$ cat config.mk
export PLATFORM = sky130hd
export DESIGN_NAME = fetch_pc_ctrl
export DESIGN_NICKNAME = d
export VERILOG_FILES = /design/src/rtl/fetch_pc_ctrl.sv
export SDC_FILE = /design/constraint.sdc
export NUM_CORES = 1
export LEC_CHECK = 0
export CORE_MARGIN = 2
export CORE_UTILIZATION = 55
export CTS_CLUSTER_DIAMETER = 120
export DETAILED_ROUTE_END_ITERATION = 7
export PLACE_DENSITY = 0.79
export SYNTH_ARGS = -nofsm -noshare
export SYNTH_HDL_FRONTEND = slang
export SYNTH_SLANG_ARGS = --single-unit
$ cat constraint.sdc
create_clock -name CLK -period 5 [get_ports CLK]
set_input_delay 1 -clock CLK [delete_from_list [all_inputs] [get_ports CLK]]
set_output_delay 1 -clock CLK [all_outputs]
set_load 0.02 [all_outputs]
$ cat src/rtl/fetch_pc_ctrl.sv
// Program-counter and fetch-control unit: increment, stall, PC-relative branch,
// absolute jump and call/return through a small return-address stack.
module fetch_pc_ctrl #(
    parameter int PC_W      = 10,
    parameter int OFF_W     = 8,
    parameter int HALT_PC   = 63,
    parameter int RAS_DEPTH = 4
) (
    input  logic                               CLK,
    input  logic                               init,
    input  logic                               stall,
    input  logic                               branch_en,
    input  logic                               bSIGN,
    input  logic [OFF_W-1:0]                   bOFFSET,
    input  logic                               jump_en,
    input  logic                               call_en,
    input  logic                               ret_en,
    input  logic [PC_W-1:0]                    jTARGET,
    output logic [PC_W-1:0]                    PC,
    output logic                               halt,
    output logic                               ras_err,
    output logic [$clog2(RAS_DEPTH+1)-1:0]     ras_count
);

    localparam int CNT_W = $clog2(RAS_DEPTH + 1);

    logic [PC_W-1:0]  pc_q, pc_d;
    logic             halt_q, halt_d;
    logic             ras_err_q, ras_err_d;
    logic [CNT_W-1:0] cnt_q, cnt_d;
    logic             push;
    logic [PC_W-1:0]  pc_inc;
    logic [PC_W-1:0]  ras_top;
    logic [PC_W-1:0]  ras_q [RAS_DEPTH];

    assign pc_inc = pc_q + PC_W'(1);

    // Entry i holds the return address pushed when occupancy was i.
    always_comb begin
        ras_top = '0;
        for (int i = 0; i < RAS_DEPTH; i++) begin
            if (cnt_q == CNT_W'(i + 1)) ras_top = ras_q[i];
        end
    end

    always_comb begin
        pc_d      = pc_q;
        halt_d    = halt_q;
        ras_err_d = ras_err_q;
        cnt_d     = cnt_q;
        push      = 1'b0;
        if (!halt_q) begin
            if (pc_q > PC_W'(HALT_PC)) begin
                halt_d = 1'b1;
            end else if (!stall) begin
                if (ret_en) begin
                    if (cnt_q == '0) begin
                        ras_err_d = 1'b1;
                        halt_d    = 1'b1;
                    end else begin
                        pc_d  = ras_top;
                        cnt_d = cnt_q - CNT_W'(1);
                    end
                end else if (call_en) begin
                    if (cnt_q == CNT_W'(RAS_DEPTH)) begin
                        ras_err_d = 1'b1;
                        halt_d    = 1'b1;
                    end else begin
                        push  = 1'b1;
                        pc_d  = jTARGET;
                        cnt_d = cnt_q + CNT_W'(1);
                    end
                end else if (jump_en) begin
                    pc_d = jTARGET;
                end else if (branch_en) begin
                    // Offset is an unsigned magnitude; wrap-around is intended.
                    pc_d = bSIGN ? pc_q - PC_W'(bOFFSET) : pc_q + PC_W'(bOFFSET);
                end else begin
                    pc_d = pc_inc;
                end
            end
        end
    end

    always_ff @(posedge CLK or posedge init) begin
        if (init) begin
            pc_q      <= '0;
            halt_q    <= 1'b0;
            ras_err_q <= 1'b0;
            cnt_q     <= '0;
        end else begin
            pc_q      <= pc_d;
            halt_q    <= halt_d;
            ras_err_q <= ras_err_d;
            cnt_q     <= cnt_d;
        end
    end

    // Stack storage needs no reset; occupancy alone defines what is valid.
    always_ff @(posedge CLK) begin
        for (int i = 0; i < RAS_DEPTH; i++) begin
            if (push && cnt_q == CNT_W'(i)) ras_q[i] <= pc_inc;
        end
    end

    assign PC        = pc_q;
    assign halt      = halt_q;
    assign ras_err   = ras_err_q;
    assign ras_count = cnt_q;

endmodule

==> flow_summary.ini <==
[sta]
hold_viol = 0
tns_ps = 0
final.min_clock_period_ps = 3640
worst_pin_slew_ps = 1140
fin_worst_hold_slack_ps = 503
rsz0062_at_grt = false
drv_slew = 0
slew_headroom = 0.239
fin_crit_sh = 0.729
finClkSkew_ps = 4.96
fmax_mhz = 274
setup_viol = 0
finalWorstSetupSlack_ps = 1360

[die]
pin_count = 41
dieArea_mm2 = 0.00671
start_util = 0.567
rows = 28
core_mm2 = 0.00589
dieWidth_um = 81.9
fp.dieH_um = 81.9

[worst_setup_path]
max_stage_delay_ps = 530
crit_type = input pin to flop
crit_fanout = 4
critPathSlowestCell = or4_1
critPathLaunchType = input pin
cpMostUsedCell = nor2_1
cp_cell_sequence = clkdlybuf4s50_1, nor2_1, nor4b_1, a21oi_1, xnor2_1, ha_1, or4_1, o22ai_1, xor2_1, nor2_1, o32a_1
endpoint_kind = flop
worstPathRequired_ps = 5200
arrival_ps = 3840

[clocking]
ctsLongestPathBuffers = 2
cts_buffers = 5
cts_resized = 0
cts_root_buf = clkbuf_8
post-cts-setup-buffer-count = 0
numClockSinks = 55
cts_tree = done
clk_latency_ps = 310
hold_buffers = 0
h-tree-depth = 2
clk_pin_slew_worst_paths_ps = 90

[logic_synthesis]
ys_types = 66
synth_edf_count = 40
yosys-top-cells-area = edfxtp_1, dfrtp_1, ha_1
yosysTopAreaCell = edfxtp_1
async_flop_share = 0.273
synth.top_cell.area_share = 0.360
yosys_register_bits = 55
synth-seq-area-share = 0.472
netlist_area_mm2 = 0.00334
synth_fp_nets = 363
syn_inst = 319
avgSynthCellArea_um2 = 10.5
synth-main-ff-cell = edfxtp_1
ys_warn_count = 0

[routing]
via_per_inst = 6.15
drc = 0
postRouteAntennaNets = 0
drt_iter0_drc = 129
dr_total_vias = 2637
drt_first_pass_iters = 4
wire_per_inst_um = 17.7
drt_wl_total_mm = 7.60

[power]
ir_drop_v = 0.000130
powerDensity_mw_per_mm2 = 260
clockPowerShare = 0.291
switching_share = 0.267
comb_power_share = 0.202
p_int_mw = 0.740
seqPwrFrac = 0.507
p_leak_nw = 1.49
p_switching_mw = 0.269

[outcome]
outcome = finished, final reports clean

[place]
place_hpwl_mm = 5.69
port_buffers = 40
place_ws_ps = 1020
gp_congestion = 0.863

[cells_and_area]
fin_util = 0.661
final_cell_mix = clkdlybuf4s50_1, edfxtp_1, nor2_1
layout-drive-gt1-share = 0.0678
nets = 397
syn2layout_area_growth_pct = 16.5
diodes = 0

[job]
drv_cap = 0

[grt]
grt_pass1_wl_mm = 12.3
grt_pass1_vias = 2499
grt_max_degree = 25
grt-ovfl-total = 0
track_usage = 0.244
antenna_found_initial = 0

[hold_path]
min_path_type = flop to flop
-- stage by stage --
| step | power (mW) | cells | cell area (um^2) |
|---|---|---|---|
| after floorplan | 0.654 | 319 | 3340 |
| after detailed placement | 0.723 | 421 | 3780 |
| after global routing | 1.05 | 429 | 3890 |
| after CTS | 1.01 | 429 | 3890 |
| after global placement | 0.718 | 421 | 3780 |
| final | 1.01 | 429 | 3890 |
-- per-layer routing --
metal | global-route usage | vias to the layer above | routed length [um] | share of wire
met1 | 0.343 | 1269 | 3420 | 0.45
met5 | 0 | - | 0 | 0
li1 | - | 1270 | - | -
met2 | 0.403 | 89 | 3700 | 0.49
met3 | 0.0176 | 9 | 345 | 0.045
met4 | 0.0817 | 0 | 121 | 0.016
-- power by group through the flow --
stage	logic (mW)	clock network, mW	registers, mW
after global placement	0.197	0	0.522
final	0.204	0.294	0.512
after floorplan	0.129	0	0.525
after detailed placement	0.202	0	0.522
after CTS	0.203	0.296	0.512
after global routing	0.226	0.310	0.513
-- final timing paths --
| kind | slack [ps] | end | depth (start not counted) | from |
|---|---|---|---|---|
| worst min-delay path | 500 | ras_err | 1 | ras_err |
| worst min register to register | 500 | ras_err | 1 | ras_err |
| worst max-delay path | 1360 | PC[8] | 11 | bOFFSET[2] |
| worst max register to register | 2010 | ras_q[3][8] | 4 | ras_count[2] |
| min in group asynchronous | 1080 | ras_count[2] | 2 | init |
| max in group asynchronous | 3490 | PC[6] | 2 | init |
-- critical path, delay by kind of cell --
family / cells / cell delay [ps]
AOI/OAI and AO/OA: 3 / 610
adders and majority gates: 1 / 220
xor gates and xnor gates: 2 / 320
buffers and inverters: 1 / 450
and+or+nand+nor: 4 / 1230
-- cell usage after synthesis (2+ instances only) --
cell	count
inv_1	14
a211oi_1	10
a21o_1	6
dfrtp_1	15
a21oi_1	13
o21ai_0	17
mux2i_1	2
o22ai_1	2
o211ai_1	2
clkbuf_1	10
o21a_1	7
nand2_1	27
nor3_1	8
edfxtp_1	40
nor4b_1	2
xor2_1	6
and2_1	6
nor2b_1	2
nor2_1	28
a31oi_1	2
a211o_1	2
and4_2	2
a22oi_1	8
ha_1	17
and3_1	3
nand3b_1	2
a221oi_1	7
xnor2_1	15
nand3_1	5
a211oi_2	2
o21ai_1	2
-- kinds of logic after synthesis --
family / count (synthesis) / share of synthesized area
AO/OA/AOI/OAI: 99 / 0.214
XOR/XNOR: 21 / 0.0551
adder cells (fa/ha/maj): 18 / 0.0697
buffers and inverters: 27 / 0.0337
flip-flops: 55 / 0.472
multiplexers: 2 / 0.00599
AND/OR/NAND/NOR: 97 / 0.150
-- sequential cells by signal (all words and copies together), names as in the netlist --
register   flops
halt           1
ras_err        1
PC            10
ras_count      3
ras_q         40
-- cell type report --
type / instances / area, um^2
fillers: 488 / 2000
multi-input cells: 237 / 1660
flip-flops and latches: 55 / 1580
repair buffers: 40 / 400
well taps: 75 / 93.8
clock buffers: 6 / 72.6
inverters: 14 / 52.6
clock inverters: 2 / 37.5
No activity file was read; power rests on OpenSTA's default activity.
